## config.mk

```make
export PLATFORM = sky130hd
export DESIGN_NAME = qif_sweep_scheduler_flat
export DESIGN_NICKNAME = d
export VERILOG_FILES = /design/src/rtl/qif_sweep_scheduler_if.sv /design/src/rtl/qif_sweep_scheduler.sv /design/src/flat_wrapper.sv
export SDC_FILE = /design/constraint.sdc
export NUM_CORES = 1
export LEC_CHECK = 0
export ABC_AREA = 1
export CORE_UTILIZATION = 55
export CTS_CLUSTER_DIAMETER = 200
export DETAILED_ROUTE_END_ITERATION = 12
export PLACE_DENSITY = 0.73
export SLEW_MARGIN = 20
export SYNTH_ARGS = -nofsm -noshare
export SYNTH_HDL_FRONTEND = slang
export SYNTH_SLANG_ARGS = --single-unit
```

## constraint.sdc

```tcl
create_clock -name clk -period 20.8 [get_ports clk]
set_input_delay 3.12 -clock clk [delete_from_list [all_inputs] [get_ports clk]]
set_output_delay 3.12 -clock clk [all_outputs]
set_load 0.01 [all_outputs]
```

## src/rtl/qif_sweep_scheduler_if.sv

```systemverilog
// Spike event channel from the QIF sweep scheduler to the spike router.
// Valid/ready handshake carrying the index of the spiking neuron.
interface qif_sweep_scheduler_if #(
  parameter int ID_W = 3
) ();
  logic            spike_valid;
  logic [ID_W-1:0] spike_id;
  logic            spike_ready;

  modport master (
    output spike_valid,
    output spike_id,
    input  spike_ready
  );

  modport slave (
    input  spike_valid,
    input  spike_id,
    output spike_ready
  );
endinterface

```

## src/rtl/qif_sweep_scheduler.sv

```systemverilog
// QIF membrane sweep: one shared update datapath walks all neurons per tick
// and emits id-tagged spike events over a valid/ready channel.
module qif_sweep_scheduler #(
  parameter int               NUM_NEURONS = 8,
  parameter int               ID_W        = 3,
  parameter logic signed [7:0] VPEAK      = 8'sd50,
  parameter logic signed [7:0] VRESET     = -8'sd20
) (
  input  logic                   clk,
  input  logic                   rst_n,
  input  logic                   tick_start,
  input  logic                   cfg_we,
  input  logic [ID_W-1:0]        cfg_addr,
  input  logic signed [7:0]      cfg_b,
  input  logic [ID_W-1:0]        mon_addr,
  output logic signed [7:0]      mon_v,
  output logic                   busy,
  output logic                   sweep_done,
  output logic                   overrun,
  qif_sweep_scheduler_if.master  spk
);

  typedef enum logic [2:0] {
    IDLE, READ, CALC, WRITE, EMIT, DONE
  } state_t;

  localparam logic [ID_W-1:0] LAST = ID_W'(NUM_NEURONS - 1);

  state_t state_q, state_d;
  logic [ID_W-1:0] idx_q, idx_d;

  logic signed [7:0] v_mem [NUM_NEURONS];
  logic signed [7:0] b_mem [NUM_NEURONS];

  logic signed [7:0] op_v, op_b;
  logic signed [7:0] nv_q, nv_d;
  logic              spk_q;
  logic              overrun_q;

  logic signed [15:0] v_ext, b_ext;
  logic signed [15:0] v3, b2, sum;

  assign busy            = (state_q != IDLE);
  assign sweep_done      = (state_q == DONE);
  assign overrun         = overrun_q;
  assign spk.spike_valid = (state_q == EMIT);
  assign spk.spike_id    = (state_q == EMIT) ? idx_q : '0;

  always_ff @(posedge clk or posedge rst_n) begin
    if (rst_n) begin
      state_q <= IDLE;
      idx_q   <= '0;
    end else begin
      state_q <= state_d;
      idx_q   <= idx_d;
    end
  end

  always_comb begin
    state_d = state_q;
    idx_d   = idx_q;
    unique case (state_q)
      IDLE: begin
        if (tick_start) begin
          state_d = READ;
          idx_d   = '0;
        end
      end
      READ:  state_d = CALC;
      CALC:  state_d = WRITE;
      WRITE: begin
        if (spk_q) begin
          state_d = EMIT;
        end else if (idx_q == LAST) begin
          state_d = DONE;
        end else begin
          state_d = READ;
          idx_d   = idx_q + ID_W'(1);
        end
      end
      EMIT: begin
        // Hold the event until the router takes it; nothing else moves.
        if (spk.spike_ready) begin
          if (idx_q == LAST) begin
            state_d = DONE;
          end else begin
            state_d = READ;
            idx_d   = idx_q + ID_W'(1);
          end
        end
      end
      DONE:    state_d = IDLE;
      default: state_d = IDLE;
    endcase
  end

  // 16-bit signed intermediates: |V/8|^2 * |B/4| peaks at 8192.
  always_comb begin
    v_ext = {{8{op_v[7]}}, op_v};
    b_ext = {{8{op_b[7]}}, op_b};
    v3    = v_ext >>> 3;
    b2    = b_ext >>> 2;
    sum   = v_ext + v3 * v3 * b2;
    if (op_v >= VPEAK) begin
      nv_d = VRESET;
    end else if (sum > 16'sd127) begin
      nv_d = 8'sd127;
    end else if (sum < -16'sd128) begin
      nv_d = -8'sd128;
    end else begin
      nv_d = sum[7:0];
    end
  end

  always_ff @(posedge clk or posedge rst_n) begin
    if (rst_n) begin
      op_v  <= '0;
      op_b  <= '0;
      nv_q  <= '0;
      spk_q <= 1'b0;
    end else begin
      if (state_q == READ) begin
        op_v <= v_mem[idx_q];
        op_b <= b_mem[idx_q];
      end
      if (state_q == CALC) begin
        nv_q  <= nv_d;
        spk_q <= (op_v >= VPEAK);
      end
    end
  end

  always_ff @(posedge clk or posedge rst_n) begin
    if (rst_n) begin
      for (int i = 0; i < NUM_NEURONS; i++) begin
        v_mem[i] <= VRESET;
      end
    end else if (state_q == WRITE) begin
      v_mem[idx_q] <= nv_q;
    end
  end

  always_ff @(posedge clk or posedge rst_n) begin
    if (rst_n) begin
      for (int i = 0; i < NUM_NEURONS; i++) begin
        b_mem[i] <= '0;
      end
    end else if (cfg_we) begin
      b_mem[cfg_addr] <= cfg_b;
    end
  end

  always_ff @(posedge clk or posedge rst_n) begin
    if (rst_n) begin
      mon_v     <= '0;
      overrun_q <= 1'b0;
    end else begin
      mon_v     <= v_mem[mon_addr];
      overrun_q <= tick_start && busy;
    end
  end

endmodule

```

## src/flat_wrapper.sv

```systemverilog
// flat-port wrapper written by rule: the top's interface ports become plain ports
module qif_sweep_scheduler_flat 
#(
  parameter int               NUM_NEURONS = 8,
  parameter int               ID_W        = 3,
  parameter logic signed [7:0] VPEAK      = 8'sd50,
  parameter logic signed [7:0] VRESET     = -8'sd20
)
  (clk, rst_n, tick_start, cfg_we, cfg_addr, cfg_b, mon_addr, mon_v, busy, sweep_done, overrun, spk_spike_valid, spk_spike_id, spk_spike_ready);
  qif_sweep_scheduler_if #(.ID_W(ID_W)) spk_i ();
  input  logic clk;
  input  logic rst_n;
  input  logic tick_start;
  input  logic cfg_we;
  input  logic [ID_W-1:0] cfg_addr;
  input  logic signed [7:0] cfg_b;
  input  logic [ID_W-1:0] mon_addr;
  output logic signed [7:0] mon_v;
  output logic busy;
  output logic sweep_done;
  output logic overrun;
  output wire logic [$bits(spk_i.spike_valid)-1:0] spk_spike_valid;
  output wire logic [$bits(spk_i.spike_id)-1:0] spk_spike_id;
  input wire logic [$bits(spk_i.spike_ready)-1:0] spk_spike_ready;
  assign spk_spike_valid = spk_i.spike_valid;
  assign spk_spike_id = spk_i.spike_id;
  assign spk_i.spike_ready = spk_spike_ready;
  qif_sweep_scheduler #(.NUM_NEURONS(NUM_NEURONS), .ID_W(ID_W), .VPEAK(VPEAK), .VRESET(VRESET)) u_core (.clk(clk), .rst_n(rst_n), .tick_start(tick_start), .cfg_we(cfg_we), .cfg_addr(cfg_addr), .cfg_b(cfg_b), .mon_addr(mon_addr), .mon_v(mon_v), .busy(busy), .sweep_done(sweep_done), .overrun(overrun), .spk(spk_i));
endmodule
```

==> metrics.md <==
| Metric | Value |
|---|---|
| Final ANT Viol Nets | 0 |
| Hold WS | 487 ps |
| Site Rows | 49 |
| Status | finished clean |
| Post-layout min period | 8230 ps |
| Most frequent cell on the critical path | inv_1 |
| Area of the multi-input gates | 5590 sq um |
| Placed inst area | 10,900 sq um |
| Hold_buf cts | 0 |
| # Post-CTS Setup Buffers | 0 |
| CTS root buf | clkbuf_16 |
| Initial Util | 57.0% |
| Unique cell type count in the Yosys netlist | 50 |
| Top Family by Delay on Critical Path | adder cells |
| Delay of the slowest cell on the worst path | 730 ps |
| WL/cell | 16.6 um |
| Post-Route WL | 25,700 um |
| Post-synthesis async set-or-reset flop share | 100% |
| Area leader, netlist | dfrtp_1 |
| Tcrit/Tclk final | 39.5% |
| # Max-Cap Violations | 0 |
| Cell area after layout | 11,500 sq um |
| Hold Path Class | reg -> reg |
| Max clock buf depth | 2 |
| Vias | 8,638 |
| Die Span Y | 140 um |
| Diodes inserted | 0 |
| Synth Instances | 1,294 |
| Post-DP HPWL | 18,600 um |
| CP bufs+invs | 9 |
| Slew at the pin closest to its max-slew limit | 984 ps |
| Critical Path Start Type | flop |
| Total die area | 19,500 sq um |
| Crit path capture type | flop |
| Pre-antenna DRT Iters | 5 |
| Yosys warns | 0 |
| RSZ-0062 raised after global routing | false |
| Final setup violating endpoints | 0 |
| Layout cells sized above 1 | 8.83% |
| Resize count post-CTS | 0 |
| Cts bufs inserted | 17 |
| First-pass GRT wire length | 42,900 um |
| Share of the synthesized area in the top cell type | 26.4% |
| Setup TNS | 0 ps |
| Core area | 18,300 sq um |
| Register area share after synthesis | 36.5% |
| I/O pins | 34 |
| H-tree depth | 4 |
| Largest net degree at the start of global routing | 77 |
| CP Max Fanout | 16 |
| Area Overhead vs Synth | 10.3% |
| Seq cells post-synth | 150 |
| Mapped Area | 10,400 sq um |
| Total grt overflow | 0 |
| DRC viols | 0 |
| Main synth FF type | dfrtp_1 |
| Via density | 5.56 |
| Clk_lat worst skew | 420 ps |
| Critical path's slowest cell | dfrtp_1 |
| Synth top cells by count | nand2_1, inv_1, o21ai_0 |
| Final worst slack | 12,570 ps |
| CP Class | reg -> reg |
| Worst path arrival time | 8570 ps |
| WP data required | 21,140 ps |
| Initial DRC count | 695 |
| RePlAce Congestion | 0.877 |
| Final nets | 1,441 |
| Synth area leaders | dfrtp_1, fa_1, nand2_1 |
| Fillers | 1,588 |
| Slew Viols, Final | 0 |
| Post-synth EDFFs | 0 |
| Count leader, synth | nand2_1 |
| Clock skew | 9.53 ps |
| I/O Buffers | 31 |
| GRT Total Usage | 28.1% |
| Hold Violations, Final | 0 |
| Die width | 140 um |
| CTS clk-pin slew, worst paths | 60 ps |
| CTS tree | built |
| Vias in the first global route | 8,590 |
| DP Worst Slack | 12,560 ps |
| Antenna violations before repair | 0 |
| Fmax | 122 MHz |
| Storage element area | 3800 sq um |
| Mean Syn Cell Area | 8.04 sq um |
| CTS sink count | 150 |
| Relative max-transition margin | 34.3% |
==> placed cells by master (no fill, tap or decap), drive strengths merged, types with 6 or more instances in the layout <==
master         instances
nand2                311
inv                  238
o21ai                166
dfrtp                110
nor2                  95
fa                    60
ha                    50
a21oi                 44
dfstp                 40
nand3                 33
clkdlybuf4s50         30
a221oi                18
clkbuf                17
nand4                 14
a31oi                 11
xnor2                 11
xor2                  10
buf                    7
a211oi                 6
a22oi                  6
==> cells by family (layout without fill, tap and decap cells) <==
logic type	count (synthesis)	in the layout	synth area share, %
simple gates	464	464	18.6
compound gates	278	278	15.6
buf+inv	270	300	9.80
flops	150	150	36.5
fa+ha+maj	110	110	17.5
xor+xnor	21	21	1.91
other cells	1	2	0.0360
==> layout make-up <==
class | count | share of cell area, %
Timing Repair Buffer | 37 | 3.05
Sequential cell | 150 | 33.1
Inverter | 231 | 7.60
Tap cell | 229 | 2.50
Clock inverter | 15 | 1.34
Multi-Input combinational cell | 875 | 48.7
Clock buffer | 17 | 3.70
==> layer usage <==
metal | up-vias | wire length, um | share of wire (%) | track usage, %
li1 | 4176 | - | - | -
met1 | 4107 | 10900 | 43 | 36.4
met2 | 282 | 12200 | 47 | 47.1
met3 | 73 | 1640 | 6.4 | 4.61
met4 | 0 | 952 | 3.7 | 11.6
met5 | - | 0 | 0 | 0
==> registers in the layout (all words and copies together), names as in the netlist <==
register        cells
u_core.op_v         8
u_core.nv_q         8
u_core.mon_v        8
u_core.v_mem       64
u_core.b_mem       48
u_core.op_b         6
u_core.overrun      1
u_core.idx_q        3
u_core.state_q      3
u_core.spk_q        1
==> metrics by stage <==
stage               cells  utilization (%)
floorplan            1295                -
finish               1554             62.8
global route         1554             62.8
detailed placement   1522             59.7
CTS                  1554             62.9
global placement     1522             59.7
==> worst paths after layout <==
check / startpoint / endpoint / slack [ps] / cells past startpoint
max: u_core.op_v[7] / u_core.nv_q[0] / 12570 / 34
min: u_core.v_mem[49] / u_core.v_mem[49] / 490 / 2
min reg2reg: u_core.v_mem[49] / u_core.v_mem[49] / 490 / 2
min in group asynchronous: rst_n / u_core.v_mem[48] / 3170 / 2
max in group asynchronous: rst_n / u_core.b_mem[20] / 16210 / 3
max reg2reg: u_core.op_v[7] / u_core.nv_q[0] / 12570 / 34
==> worst register-to-register path: cells and delay by family, from the launching register on <==
kind	cells	cell delay, ps
flops	1	730
fa+ha+maj	9	4170
xor+xnor	1	230
simple gates	10	1190
compound gates	5	820
buf+inv	9	1020
Power is not shown: default switching activity piles up to over one toggle a cycle in this logic, so the estimate is an artifact.
